[src/rtl/mem_defs.sv]
// Shared memory-subsystem definitions: geometry and the common FSM state encoding
// used by both the transfer FSM and the readback checker.
package mem_defs;

   localparam int ADDR_W    = 10;
   localparam int DATA_W    = 8;
   localparam int NUM_WORDS = 1024;

   typedef enum logic [1:0] {
      S_IDLE  = 2'd0,
      S_READ  = 2'd1,
      S_DRAIN = 2'd2,
      S_DONE  = 2'd3
   } state_t;

endpackage

[src/rtl/sync_fifo.sv]
// Small synchronous FIFO with first-word fall-through output; dout reads 0 when empty.
module sync_fifo #(
   parameter int DATA_W = 8,
   parameter int DEPTH  = 4
) (
   input  logic                     clk,
   input  logic                     reset,
   input  logic                     push,
   input  logic                     pop,
   input  logic [DATA_W-1:0]        din,
   output logic [DATA_W-1:0]        dout,
   output logic [$clog2(DEPTH):0]   count,
   output logic                     empty,
   output logic                     full
);

   localparam int PW = $clog2(DEPTH);

   logic [DATA_W-1:0] r_mem [DEPTH];
   logic [PW-1:0]     r_wr_ptr;
   logic [PW-1:0]     r_rd_ptr;
   logic [PW:0]       r_count;
   logic              w_push;
   logic              w_pop;

   assign empty  = (r_count == '0);
   assign full   = (r_count == (PW+1)'(DEPTH));
   assign count  = r_count;
   assign w_push = push && !full;
   assign w_pop  = pop && !empty;
   assign dout   = empty ? '0 : r_mem[r_rd_ptr];

   always_ff @(posedge clk or negedge reset) begin
      if (!reset) begin
         r_wr_ptr <= '0;
         r_rd_ptr <= '0;
         r_count  <= '0;
      end else begin
         if (w_push) r_wr_ptr <= r_wr_ptr + 1'b1;
         if (w_pop)  r_rd_ptr <= r_rd_ptr + 1'b1;
         case ({w_push, w_pop})
            2'b10:   r_count <= r_count + 1'b1;
            2'b01:   r_count <= r_count - 1'b1;
            default: r_count <= r_count;
         endcase
      end
   end

   always_ff @(posedge clk) begin
      if (w_push) r_mem[r_wr_ptr] <= din;
   end

endmodule

[src/rtl/mem_readback.sv]
// Reads back the output RAM after a transfer, compares each byte with the input ROM,
// accumulates error/checksum results and streams the RAM bytes out over valid/ready.
module mem_readback #(
   parameter int ADDR_W     = mem_defs::ADDR_W,
   parameter int DATA_W     = mem_defs::DATA_W,
   parameter int NUM_WORDS  = mem_defs::NUM_WORDS,
   parameter int FIFO_DEPTH = 4
) (
   input  logic              clk,
   input  logic              reset,
   input  logic              start,
   output logic [ADDR_W-1:0] ram_addr,
   input  logic [DATA_W-1:0] ram_dout,
   output logic [ADDR_W-1:0] rom_addr,
   input  logic [DATA_W-1:0] rom_dout,
   output logic [DATA_W-1:0] m_data,
   output logic              m_valid,
   input  logic              m_ready,
   output logic              busy,
   output logic              done,
   output logic [ADDR_W:0]   err_count,
   output logic [ADDR_W-1:0] first_err_addr,
   output logic [15:0]       checksum
);

   import mem_defs::*;

   localparam int CW = $clog2(FIFO_DEPTH) + 1;

   state_t            r_state;
   state_t            w_next;
   logic [ADDR_W:0]   r_addr;
   logic [ADDR_W-1:0] r_land_addr;
   logic              r_inflight;
   logic [ADDR_W:0]   r_err_count;
   logic [ADDR_W-1:0] r_first_err;
   logic [15:0]       r_checksum;

   logic [CW-1:0]     w_fifo_count;
   logic              w_fifo_empty;
   logic              w_fifo_full;
   logic              w_issue;
   logic              w_last;
   logic              w_clear;
   logic              w_pop;
   logic              w_drained;

   // Credit excludes the same-cycle pop, so the FIFO can never be pushed while full.
   assign w_issue   = (r_state == S_READ) &&
                      ((int'(r_inflight) + int'(w_fifo_count)) < FIFO_DEPTH);
   assign w_last    = (r_addr == (ADDR_W+1)'(NUM_WORDS - 1));
   assign w_clear   = start && ((r_state == S_IDLE) || (r_state == S_DONE));
   assign w_pop     = m_valid && m_ready;
   // Look ahead one pop so done rises in the first cycle the FIFO is actually empty.
   assign w_drained = !r_inflight &&
                      (w_fifo_empty || ((w_fifo_count == CW'(1)) && w_pop));

   assign ram_addr       = r_addr[ADDR_W-1:0];
   assign rom_addr       = r_addr[ADDR_W-1:0];
   assign m_valid        = !w_fifo_empty;
   assign busy           = (r_state == S_READ) || (r_state == S_DRAIN);
   assign done           = (r_state == S_DONE);
   assign err_count      = r_err_count;
   assign first_err_addr = r_first_err;
   assign checksum       = r_checksum;

   always_ff @(posedge clk or negedge reset) begin
      if (!reset) r_state <= S_IDLE;
      else        r_state <= w_next;
   end

   always_comb begin
      w_next = r_state;
      case (r_state)
         S_IDLE:  if (start) w_next = S_READ;
         S_READ:  if (w_issue && w_last) w_next = S_DRAIN;
         S_DRAIN: if (w_drained) w_next = S_DONE;
         S_DONE:  if (start) w_next = S_READ;
         default: w_next = S_IDLE;
      endcase
   end

   always_ff @(posedge clk or negedge reset) begin
      if (!reset) begin
         r_addr      <= '0;
         r_land_addr <= '0;
         r_inflight  <= 1'b0;
         r_err_count <= '0;
         r_first_err <= '0;
         r_checksum  <= '0;
      end else begin
         r_inflight <= w_issue;
         if (w_clear) begin
            r_addr      <= '0;
            r_err_count <= '0;
            r_first_err <= '0;
            r_checksum  <= '0;
         end else begin
            if (w_issue) begin
               r_addr      <= r_addr + 1'b1;
               r_land_addr <= r_addr[ADDR_W-1:0];
            end
            if (r_inflight) begin
               r_checksum <= r_checksum + 16'(ram_dout);
               if (ram_dout != rom_dout) begin
                  r_err_count <= r_err_count + 1'b1;
                  if (r_err_count == '0) r_first_err <= r_land_addr;
               end
            end
         end
      end
   end

   sync_fifo #(
      .DATA_W (DATA_W),
      .DEPTH  (FIFO_DEPTH)
   ) u_fifo (
      .clk   (clk),
      .reset (reset),
      .push  (r_inflight),
      .pop   (w_pop),
      .din   (ram_dout),
      .dout  (m_data),
      .count (w_fifo_count),
      .empty (w_fifo_empty),
      .full  (w_fifo_full)
   );

   logic w_unused;
   assign w_unused = w_fifo_full;

endmodule

[config.mk]
export PLATFORM = sky130hd
export DESIGN_NAME = mem_readback
export DESIGN_NICKNAME = d
export VERILOG_FILES = /design/src/rtl/mem_defs.sv /design/src/rtl/sync_fifo.sv /design/src/rtl/mem_readback.sv
export SDC_FILE = /design/constraint.sdc
export NUM_CORES = 1
export LEC_CHECK = 0
export CAP_MARGIN = 0
export CORE_MARGIN = 3
export CORE_UTILIZATION = 48
export CTS_BUF_LIST = sky130_fd_sc_hd__clkbuf_4 sky130_fd_sc_hd__clkbuf_8 sky130_fd_sc_hd__clkbuf_16
export DETAILED_ROUTE_END_ITERATION = 16
export GPL_TIMING_DRIVEN = 0
export PLACE_DENSITY = 0.8
export SLEW_MARGIN = 30
export SYNTH_ARGS = -nofsm -noshare
export SYNTH_HDL_FRONTEND = slang
export SYNTH_SLANG_ARGS = --single-unit
[constraint.sdc]
create_clock -name clk -period 4.04 [get_ports clk]
set_input_delay 1.212 -clock clk [delete_from_list [all_inputs] [get_ports clk]]
set_output_delay 1.212 -clock clk [all_outputs]
set_load 0.05 [all_outputs]
Word level (Yosys, flattened, before mapping)
Memories as Yosys holds them, arrays and structs flattened. Index checks and enable logic that the tools add are counted.

Flip-flop bits (word level): 68. Bits in writable memories: 32. Memories kept: 1.

$add $sub $neg: 8. $lt $le $gt $ge: 1. Equality and inequality tests: 12. Multiplexer cells: 19. Bitwise logic cells: 1. Reduce and logical (&&, ||, !) cells: 27.

Memory list: u_fifo.r_mem (words 4, bits a word 8, read ports 1, clocked after Yosys merged registers in 0, wr ports 1, line sync_fifo.sv:19) `logic [DATA_W-1:0] r_mem [DEPTH];`.

Operators with widths (count): $mux W11 (5); $mux W10 (4); $mux W16 (2); $add A11 B1 Y11 const B (2); $add A16 B8 Y16 (1); $eq A11 B10 Y1 const B (1); $logic_not A11 Y1 (1); $reduce_bool A2 Y1 (5); $logic_and A1 B1 Y1 (8); $mux W8 (1); $ne A8 B8 Y1 (1); $eq A2 B2 Y1 const B (3); $mux W2 (3); $pmux W2 S3 (1); $pmux W3 S2 (1); $reduce_and A3 Y1 (2); $add A1 B3 Y4 (1); $add A2 B1 Y2 const B (2); $eq A2 B1 Y1 const B (2); $lt A4 B3 Y1 const B (1); $ne A2 B1 Y1 const B (2); $reduce_and A2 Y1 (2); $add A3 B1 Y3 const B (1); $eq A3 B1 Y1 const B (1); other kinds (10) (15).

Longest topological paths before layout
Depth after elaboration: 8. Depth in mapped cells: 9. Depth with buffers taken out: 8.

Cells and area by module
From an unflattened synthesis, not the netlist that was laid out.

Cell total of the unflattened synthesis: 432. Area total of the unflattened synthesis: 5156.2 um^2.

Modules (own cells, without submodules): mem_readback (instances 1, cells an instance 343, area each 3499.6 um^2, sequential area each 1526.5 um^2); sync_fifo (instances 1, cells an instance 89, area each 1656.6 um^2, sequential area each 1136.1 um^2).

Least setup slack after synthesis
No wires, ideal clock.

Kind: reg-to-output. Start: reg u_fifo.r_count[0], in the netlist u_fifo.count[0]. End: out m_data[0]. Arrival: 1.837 ns. Required time: 2.828 ns. Setup slack: 0.991 ns. Cell stages (with the launch flop): 6. Cells stage by stage: dfrtp_1 > inv_1 > ha_1 > nand2b_1 > clkbuf_1 > and2_1.

Word-level cells in the longest chain between the ends: 2.

RTL lines: start, declared (line sync_fifo.sv:22) `logic [PW:0] r_count;`; start signal, assigned (line sync_fifo.sv:42) `2'b10: r_count <= r_count + 1'b1;`; start signal, assigned (line sync_fifo.sv:43) `2'b01: r_count <= r_count - 1'b1;`; start signal, assigned (line sync_fifo.sv:44) `default: r_count <= r_count;`; $logic_not A3 Y1 (line sync_fifo.sv:26) `assign empty = (r_count == '0);`; $mux W8 (line sync_fifo.sv:31) `assign dout = empty ? '0 : r_mem[r_rd_ptr];`; end, declared (line mem_readback.sv:16) `output logic [DATA_W-1:0] m_data,`.

No other way between the ends.

Worst setup path in the final report
Start: reg u_fifo.r_count[0], in the netlist u_fifo.count[0]. End: out m_data[6].

Same word-level chain as after synthesis.

==> impl_metrics.csv <==
group,metric,value,unit
layout,diodes,0,
synth,syn_area,5156,um2
sta,timing.final.crit_period,3.746,ns
synth,synth.top_cell.area_share,0.3300,
power_and_ir_drop,p_sw_frac,0.4421,
global_routing,grt_pass1_vias,3784,
synth,synthTopCellsByArea,"dfrtp_1, edfxtp_1, ha_1",
clock_tree,cts_tree,"yes",
setup_path,cpPeakStageDelay,0.80,ns
sta,max_clock_freq,0.2669,GHz
global_routing,track_usage,0.2031,
clock_tree,insertion_delay,0.37,ns
power_and_ir_drop,power.switching,0.001885,W
synth,synth_edf_count,32,
route,drc_errors,0,
global_routing,grt_antenna_before_repair,0,
route,via_per_inst,5.430,
sta,timing.final.ws_setup,0.2937,ns
sta,finalCritPeriodShare,0.9273,
sta,worstMarginPinSlew,0.6911,ns
setup_path,critical_path.cell_chain,"inv_1 > ha_1 > nand2b_1 > clkbuf_1 > and2_1 > clkdlybuf4s50_1",
route,totalWireLength,11430,um
route,drt-wirelength-per-cell,16.78,um
synth,async_flop_share,0.6800,
sta,finClkSkew,0.01308,ns
synth,yosys-top-cells-count,"dfrtp_1, nor2_1, edfxtp_1",
sta,relSlewSlack,0.5344,
setup_path,worstPathMaxFanout,10,
placed_design,gp_congestion,0.8748,
route,drtIter0Drc,193,
global_routing,grt_pass1_wl,18860,um
route,drtPass1Iterations,4,
power_and_ir_drop,power_frac_comb,0.517,
route,vias,3698,
setup_path,cp.required,2.83,ns
status,outcome,"complete, no violations",
synth,ys.flop_type,"dfrtp_1",
sta,hold_viol_final,0,
placed_design,post_dp_cell_area,6215,um2
flow_run,cap_violations,0,
placed_design,dp_worst_setup_slack,0.4585,ns
synth,synth_cell_type_count,50,
clock_tree,cts_made_buffers,9,
die,dieHeight,109.6,um
placed_design,dp_hpwl,8418,um
power_and_ir_drop,peakVddDrop,0.4233,mV
setup_path,crit_buf_inv,3,
synth,ys_seq_area_frac,0.5164,
clock_tree,post_cts_buffers,0,
power_and_ir_drop,p_leak,2.724,nW
global_routing,overflow,0,
placed_design,portBuffers,87,
synth,synth_cells,441,
setup_path,critPathKind,"reg -> out",
power_and_ir_drop,p_seq_frac,0.332,
die,die_area,12020,um2
layout,fillCellCount,855,
sta,grt_setup_unrepaired,"no",
setup_path,critPathArrivalTime,2.53,ns
synth,yosysWarnings,0,
layout,final_area,6411,um2
die,initial_utilization,0.4972,
clock_tree,cts_resized,0,
synth,ys_ff_latch,100,
sta,final-setup-viol-count,0,
layout,final_nets,584,
clock_tree,cts_htree_levels,3,
setup_path,end_kind,"output port",
die,die_w,109.6,um
clock_tree,cts_sinks,100,
power_and_ir_drop,power_frac_clock,0.151,
clock_tree,clk_path_buf_depth,2,
route,ant_nets,0,
setup_path,cp_top_family,"buffers and inverters",
synth,yosysMostFrequentCell,"dfrtp_1",
synth,syn_avg_cell_area,11.69,um2
sta,drv_slew,0,
power_and_ir_drop,internal_power,0.002378,W
layout,area_growth,24.34,%
hold_path,hold_path.class,"reg -> reg",
die,fp-row-count,37,
layout,drive_gt1_frac,0.1229,
die,core_region_area,10370,um2
synth,syn-num-nets,485,
setup_path,crit_slowest_cell,"clkdlybuf4s50_1",
synth,yosys.area.top_type,"dfrtp_1",
clock_tree,cts-root-buf,"clkbuf_8",
clock_tree,hold_buffers,0,
global_routing,grt_max_degree,44,
setup_path,cp-start-kind,"flop",
die,io_pins,88,
clock_tree,clkTransAtPathRegs,0.10,ns
power_and_ir_drop,powerDensity,664.9,nW/um2
worst register-to-register path, cell delays in order, from the launching register on:
cell	delay, ns
dfrtp_1	0.47
buf_2	0.29
inv_1	0.20
a21oi_1	0.47
and2_1	0.48
power groups by stage:
stage | registers, W | logic [W] | clock network (W)
6_report | 0.00141 | 0.00220 | 0.000645
5_1_grt | 0.00144 | 0.00238 | 0.000693
4_1_cts | 0.00141 | 0.00222 | 0.000652
3_5_place_dp | 0.00144 | 0.00221 | 0
3_3_place_gp | 0.00142 | 0.00215 | 0
2_1_floorplan | 0.00164 | 0.00135 | 0
metrics by stage:
step | instances | hold WS, ns | power (W) | setup TNS [ns] | utilization
floorplan | 441 | 0.4787 | 0.002984 | 0 | -
global placement | 664 | 0.4890 | 0.003568 | -34.02 | 0.5976
detailed placement | 665 | 0.4924 | 0.003643 | 0 | 0.5993
CTS | 681 | 0.5143 | 0.004286 | 0 | 0.6182
global route | 681 | 0.5283 | 0.004512 | 0 | 0.6182
finish | 681 | 0.5178 | 0.004263 | 0 | 0.6182
sequential cells by signal, indices dropped and copies added (netlist names):
register and flops:
u_fifo.r_mem 32, checksum 16, err_count 11, r_addr 11
first_err_addr 10, r_land_addr 10, u_fifo.count 3, r_state 2
u_fifo.r_rd_ptr 2, u_fifo.r_wr_ptr 2, r_inflight 1
layout by cell type (no fill, tap or decap), drive strengths merged, types with 4 or more instances in the layout:
cell type,Yosys,routed
clkdlybuf4s50,0,86
dfrtp,68,68
nor2,41,41
edfxtp,32,32
buf,29,31
xnor2,24,24
ha,23,23
nand2,23,23
mux2i,22,22
a21oi,21,21
inv,16,19
o21ai,16,16
clkbuf,7,16
and2,14,14
xor2,12,12
nand4,11,11
mux2,10,10
nand3,9,9
mux4,8,8
or3,4,4
a211oi,4,4
nor4b,4,4
and3,4,4
per-layer routing:
metal	track usage	up-vias	wire, um
met4	0.05699	0	149
met1	0.2703	1835	5048
met2	0.3383	101	5590
li1	-	1750	-
met5	0	-	0
met3	0.04228	12	640
path summary, 6_finish.rpt:
path / start / to / slack [ns] / cells past startpoint
min in group asynchronous: reset / u_fifo.count[2] / 0.73 / 1
max in group asynchronous: reset / checksum[8] / 2.75 / 2
setup reg to reg: r_inflight / u_fifo.r_mem[2][7] / 1.79 / 4
hold reg to reg: r_land_addr[9] / r_land_addr[9] / 0.52 / 1
setup / recovery: u_fifo.count[0] / m_data[6] / 0.29 / 6
hold / removal: r_land_addr[9] / r_land_addr[9] / 0.52 / 1
area by class of cell:
class / instances / area, um2 / area share
sequential: 100 / 2663 / 0.4153
buffer: 36 / 225.2 / 0.03513
multi-input combinational: 289 / 2208 / 0.3445
clock inverter: 7 / 72.57 / 0.01132
clock buffer: 9 / 123.9 / 0.01932
timing repair buffer: 88 / 888.4 / 0.1386
inverter: 16 / 60.06 / 0.009368
tap: 136 / 170.2 / 0.02654
cell families (layout without fill, tap and decap cells):
| family | count (synthesis) | in the layout | synth area share |
|---|---|---|---|
| xor gates and xnor gates | 36 | 36 | 0.06115 |
| AOI/OAI and AO/OA | 59 | 59 | 0.07522 |
| and+or+nand+nor | 130 | 130 | 0.1327 |
| muxes | 40 | 40 | 0.09949 |
| adders and majority gates | 24 | 24 | 0.05970 |
| DFF | 100 | 100 | 0.5164 |
| buffers and inverters | 52 | 156 | 0.05532 |
Power figures use the tool's default switching activity.
